$ cat config.mk
export PLATFORM = sky130hd
export DESIGN_NAME = usb_line_rx
export DESIGN_NICKNAME = d
export VERILOG_FILES = /design/src/rtl/usb_line_rx_pkg.sv /design/src/rtl/usb_line_rx_echo_buf.sv /design/src/rtl/usb_line_rx.sv
export SDC_FILE = /design/constraint.sdc
export NUM_CORES = 1
export LEC_CHECK = 0
export ABC_AREA = 1
export CAP_MARGIN = 20
export CORE_MARGIN = 5
export CORE_UTILIZATION = 63
export CTS_CLUSTER_SIZE = 8
export DETAILED_ROUTE_END_ITERATION = 8
export DONT_BUFFER_PORTS = 1
export GPL_TIMING_DRIVEN = 0
export PLACE_DENSITY = 0.79
export SLEW_MARGIN = 20
export SYNTH_ARGS = -nofsm -noshare
export SYNTH_HDL_FRONTEND = slang
export SYNTH_HIERARCHICAL = 1
export SYNTH_SLANG_ARGS = --single-unit
$ cat constraint.sdc
create_clock -name clk_48mhz -period 2.2 [get_ports clk_48mhz]
set_input_delay 0.44 -clock clk_48mhz [delete_from_list [all_inputs] [get_ports clk_48mhz]]
set_output_delay 0.44 -clock clk_48mhz [all_outputs]
set_load 0.005 [all_outputs]
$ cat src/rtl/usb_line_rx_pkg.sv
// Shared constants, state type and byte-class helpers for the USB line receiver.
package usb_line_rx_pkg;

   localparam logic [7:0] ASCII_CR  = 8'h0D;
   localparam logic [7:0] ASCII_LF  = 8'h0A;
   localparam logic [7:0] ASCII_BS  = 8'h08;
   localparam logic [7:0] ASCII_DEL = 8'h7F;

   typedef enum logic {
      ST_COLLECT = 1'b0,
      ST_DRAIN   = 1'b1
   } state_e;

   function automatic logic is_term(input logic [7:0] b);
      return (b == ASCII_CR) || (b == ASCII_LF);
   endfunction

   function automatic logic is_erase(input logic [7:0] b);
      return (b == ASCII_BS) || (b == ASCII_DEL);
   endfunction

endpackage

$ cat src/rtl/usb_line_rx_echo_buf.sv
// Single-entry valid/ready holding register for echoed bytes; accepts a new byte
// whenever it is empty or its current byte is leaving in the same cycle.
module usb_line_rx_echo_buf (
   input  logic       clk,
   input  logic       rst,
   input  logic [7:0] in_data,
   input  logic       in_valid,
   output logic       in_ready,
   output logic [7:0] out_data,
   output logic       out_valid,
   input  logic       out_ready
);

   logic       valid_q, valid_d;
   logic [7:0] data_q, data_d;

   assign in_ready  = !valid_q || out_ready;
   assign out_valid = valid_q;
   assign out_data  = data_q;

   always_comb begin
      valid_d = valid_q;
      data_d  = data_q;
      if (in_valid && in_ready) begin
         valid_d = 1'b1;
         data_d  = in_data;
      end else if (out_ready) begin
         valid_d = 1'b0;
      end
   end

   always_ff @(posedge clk or posedge rst) begin
      if (rst) begin
         valid_q <= 1'b0;
         data_q  <= 8'h00;
      end else begin
         valid_q <= valid_d;
         data_q  <= data_d;
      end
   end

endmodule

$ cat src/rtl/usb_line_rx.sv
// Line receiver: collects UART bytes into a line buffer, then replays the line.
// Optional echo path enabled by defining USB_LINE_RX_ECHO_EN.
module usb_line_rx
   import usb_line_rx_pkg::*;
#(
   parameter int LINE_LEN = 16,
   parameter int LEN_W    = $clog2(LINE_LEN + 1)
) (
   input  logic             clk_48mhz,
   input  logic             reset,
   input  logic [7:0]       uart_out_data,
   input  logic             uart_out_valid,
   output logic             uart_out_ready,
   output logic [7:0]       line_data,
   output logic             line_valid,
   input  logic             line_ready,
   output logic             line_last,
   output logic [LEN_W-1:0] line_len,
   output logic             line_overflow,
   output logic [7:0]       echo_data,
   output logic             echo_valid,
   input  logic             echo_ready
);

   localparam int IDX_W = $clog2(LINE_LEN);

   state_e           state_q, state_d;
   logic [LEN_W-1:0] count_q, count_d;
   logic [LEN_W-1:0] rd_ptr_q, rd_ptr_d;
   logic             overflow_q, overflow_d;
   logic [7:0]       buf_mem [LINE_LEN];

   logic             echo_can_accept;
   logic             accept;
   logic             wr_en;
   logic             is_last;
   logic             draining;

`ifdef USB_LINE_RX_ECHO_EN
   logic echo_in_ready;

   usb_line_rx_echo_buf u_echo (
      .clk       (clk_48mhz),
      .rst       (reset),
      .in_data   (uart_out_data),
      .in_valid  (accept),
      .in_ready  (echo_in_ready),
      .out_data  (echo_data),
      .out_valid (echo_valid),
      .out_ready (echo_ready)
   );

   assign echo_can_accept = echo_in_ready;
`else
   logic unused_echo_ready;

   assign unused_echo_ready = echo_ready;
   assign echo_can_accept   = 1'b1;
   assign echo_valid        = 1'b0;
   assign echo_data         = 8'h00;
`endif

   assign draining       = (state_q == ST_DRAIN);
   assign uart_out_ready = !draining && echo_can_accept;
   assign accept         = uart_out_valid && uart_out_ready;
   assign is_last        = (rd_ptr_q == count_q - LEN_W'(1));

   // Line outputs read as zero outside DRAIN so idle outputs match reset values.
   assign line_valid    = draining;
   assign line_data     = draining ? buf_mem[rd_ptr_q[IDX_W-1:0]] : 8'h00;
   assign line_last     = draining && is_last;
   assign line_len      = draining ? count_q : '0;
   assign line_overflow = draining && overflow_q;

   always_comb begin
      state_d    = state_q;
      count_d    = count_q;
      rd_ptr_d   = rd_ptr_q;
      overflow_d = overflow_q;
      wr_en      = 1'b0;
      case (state_q)
         ST_COLLECT: begin
            if (accept) begin
               if (is_term(uart_out_data)) begin
                  if (count_q != '0) begin
                     rd_ptr_d = '0;
                     state_d  = ST_DRAIN;
                  end
               end else if (is_erase(uart_out_data)) begin
                  if (count_q != '0) begin
                     count_d = count_q - LEN_W'(1);
                  end
               end else if (count_q < LEN_W'(LINE_LEN)) begin
                  wr_en   = 1'b1;
                  count_d = count_q + LEN_W'(1);
               end else begin
                  overflow_d = 1'b1;
               end
            end
         end
         ST_DRAIN: begin
            if (line_ready) begin
               if (is_last) begin
                  count_d    = '0;
                  overflow_d = 1'b0;
                  rd_ptr_d   = '0;
                  state_d    = ST_COLLECT;
               end else begin
                  rd_ptr_d = rd_ptr_q + LEN_W'(1);
               end
            end
         end
      endcase
   end

   always_ff @(posedge clk_48mhz or posedge reset) begin
      if (reset) begin
         state_q    <= ST_COLLECT;
         count_q    <= '0;
         rd_ptr_q   <= '0;
         overflow_q <= 1'b0;
      end else begin
         state_q    <= state_d;
         count_q    <= count_d;
         rd_ptr_q   <= rd_ptr_d;
         overflow_q <= overflow_d;
      end
   end

   // Buffer contents need no reset: count gates every read.
   always_ff @(posedge clk_48mhz) begin
      if (wr_en) begin
         buf_mem[count_q[IDX_W-1:0]] <= uart_out_data;
      end
   end

endmodule

==> flow_summary.ini <==
[sta]
period_share_pct = 126
maxSlewHeadroom_pct = 47.0
timing.clock.skew_ps = 7.93
post-route-min-period_ps = 2780
achievable-frequency_mhz = 360
fin_hold_ws_ps = 16.0
finalHoldViolCount = 0
final-setup-viol-count = 9
worst_pin_slew_ps = 792
worst_path_setup_slack_after_routing_ps = -579
timing_max_transition_violations_final = 0
setup_repair_after_global_routing_missed_its_margin = yes

[setup_path]
cp_cell_sequence = buf_6, inv_4, buf_8, buf_4, o21ai_0, o211ai_1, nand3_1, a21oi_2
timing.critical_path.slowest_cell_delay_ps = 400
critPathSlowestCell = dfrtp_1
worst_ep_arrival_time_ps = 2340
timing_worst_setup_path_type = register to output port
timing.critical_path.max_delay_family = compound AO/OA/AOI/OAI gates
critical_path_startpoint_category = register
timing.critical_path.to_type = output port
critical_path_required_ps = 1760
buf_inv_stages_crit_path = 4
timing.critical_path.fanout_max = 7

[placement]
dpl_cell_area_sq_mm = 0.00645
post_dp_hpwl_um = 10300
placement.setup.worst_slack_ps = -562
gpl.final_weighted_congestion = 0.920
port_buffers = 0

[pwr]
share_of_power_burned_in_combinational_logic_pct = 39.3
p_per_area_mw_per_mm2 = 1210
report.power.total_mw = 9.66
worst_ir_drop_vdd_v = 0.000749
power.share.sequential_pct = 31.4
switching_power_mw = 3.56
intPower_mw = 6.10
leakage_nw = 3.00
clockPowerShare_pct = 29.3
proportion_of_total_power_due_to_net_switching_pct = 36.8

[floorplanning]
die_h_um = 110
coreArea_sq_mm = 0.00973
floorplan.initialDensity_pct = 64.1
die_area_sq_mm = 0.0120
floorplan.io_pins = 39
rows = 36
dieWidth_um = 110

[drt]
ant_nets = 0
final_wirelength_um = 20900
drc_viols = 0
drtIter0Drc = 800
via_count = 5341
drtPass1Iterations = 8
routed_wire_length_per_instance_um = 25.7
avgViaCountPerCell = 6.58

[synth]
synth_cell_type_count = 27
synthFlopType = edfxtp_1
seq_area_frac_synth_pct = 66.4
syn-cell-area_sq_mm = 0.00624
synth.area.top_cells = edfxtp_1, nor2_1, o21ai_0, dfrtp_1, nand2_1
syn-instance-count = 585
synth.ff_latch_count = 140
synth_area_per_cell_sq_um = 10.7
synth-edff-count = 128
yosys.area.top_type_share_pct = 61.6
ys_warn_count = 6
post_synthesis_async_set_or_reset_flop_share_pct = 8.57
synth_top_cell_by_area = edfxtp_1

[cells_and_area]
flow.area_growth_from_synthesis_pct = 27.7
finalNetCount = 683
finalCoreUtilization_pct = 81.9
drive_above_1_share_pct = 24.6
final_design_area_no_fill_sq_mm = 0.00797
layout.filler_cells = 515
final_common_cell = edfxtp_1
most-common-layout-cells = edfxtp_1, nor2_1, nand2_1, o21ai_0, buf_4

[grt]
grt_pass1_wl_um = 27300
first_global_vias = 4819
global_route.overflow_total = 0
grt_antenna_before_repair = 0
gr-usage-met3_pct = 7.52
global_route.peak_usage_layer = met2
grtUsageTotal_pct = 32.2
grt_use_met1_pct = 40.7
grt_start_max_net_pins = 17
gr_util_met2_pct = 51.4

[clock_network]
ctsLongestPathBuffers = 2
htree_num_levels = 4
worst_setup_hold_path_clk_slew_ps = 60
cts_tree = yes
number_of_buffers_inserted_during_clock_tree_synthesis = 17
clock_insertion_delay_worst_skew_ps = 540
clock_sinks = 140
cts-root-buf = clkbuf_8

[run]
maxCapViolations = 0

[run_status]
failed_checks = negative setup slack
run_status = finished with violations

[min_path]
hold_path_class = input pin to register
[power groups by stage]
stage	Combinational, mW	Clock, mW	Sequential [mW]
final	3.79	2.83	3.03
after detailed placement	2.34	0	3.09
after floorplan	1.63	0	3.06
after global placement	2.28	0	3.09
after CTS	3.07	2.75	3.03
after global routing	3.98	2.93	3.04
[worst reg2reg max path, delay by kind of cell (launching register included)]
family	cells	cell delay, ps
buf+inv	2	220
simple gates	5	1150
flops	1	420
[worst paths after layout]
check / from / end / slack (ps) / cells past startpoint
worst max-delay path: rd_ptr_q[1] / line_data[0] / -580 / 8
worst min-delay path: line_ready / line_valid / 20 / 1
worst max register to register: line_valid / buf_mem[4][3] / 30 / 7
worst min register to register: overflow_q / overflow_q / 500 / 1
max in group asynchronous: reset / rd_ptr_q[0] / 1470 / 2
min in group asynchronous: reset / overflow_q / 370 / 2
[area by class of cell]
class / instances / area [sq um] / area share [%]
Sequential cell: 140 / 4150 / 52.0
Clock buffer: 17 / 414 / 5.20
Tap cell: 133 / 166 / 2.09
Antenna cell: 1 / 2.50 / 0.0314
Clock inverter: 15 / 155 / 1.95
Buffer: 39 / 363 / 4.55
Multi-Input combinational cell: 379 / 2050 / 25.8
Inverter: 34 / 141 / 1.77
Timing Repair Buffer: 54 / 527 / 6.61
[metrics by stage]
| stage | cells | setup TNS (ps) |
|---|---|---|
| after global routing | 811 | -5470 |
| final | 812 | -3960 |
| after detailed placement | 726 | -38580 |
| after floorplan | 593 | 0 |
| after CTS | 794 | -2720 |
| after global placement | 726 | -36730 |
[sequential cells by signal, indices dropped and copies added (netlist names)]
name        flops
buf_mem       128
count_q         5
line_valid      1
overflow_q      1
rd_ptr_q        5
[per-layer routing]
layer	routed length [um]	part of all wire, %
met5	0	0
met4	1650	7.9
met3	2920	14
met2	9530	46
met1	6770	32
[cells in the mapped netlist (all sizes together) (2+ instances only)]
cell,n
a21oi,9
edfxtp,128
ha,5
nand3,41
buf,26
clkbuf,14
nand2,68
nor2,129
xor2,2
nand4,3
o211ai,33
dfrtp,12
o21ai,71
inv,33
nor3,5
[logic make-up (layout without fill, tap and decap cells)]
logic type / Yosys count / after routing / synth area share (%)
AOI/OAI and AO/OA: 115 / 115 / 10.6
buffers and inverters: 74 / 159 / 5.37
adders and majority gates: 5 / 5 / 1.00
other: 1 / 10 / 0.0601
xor gates and xnor gates: 3 / 3 / 0.421
DFF: 140 / 140 / 66.4
and+or+nand+nor: 247 / 247 / 16.1
[what timing repair did]
action	in CTS	in global routing
gates cloned	1	1
hold buffers	11	0
resized for setup	96	56
pin swaps	17	26
endpoints found under the setup margin	137	136
setup buffers	24	18
hold endpoints to repair	134	0
No activity file was read; power rests on OpenSTA's default activity.
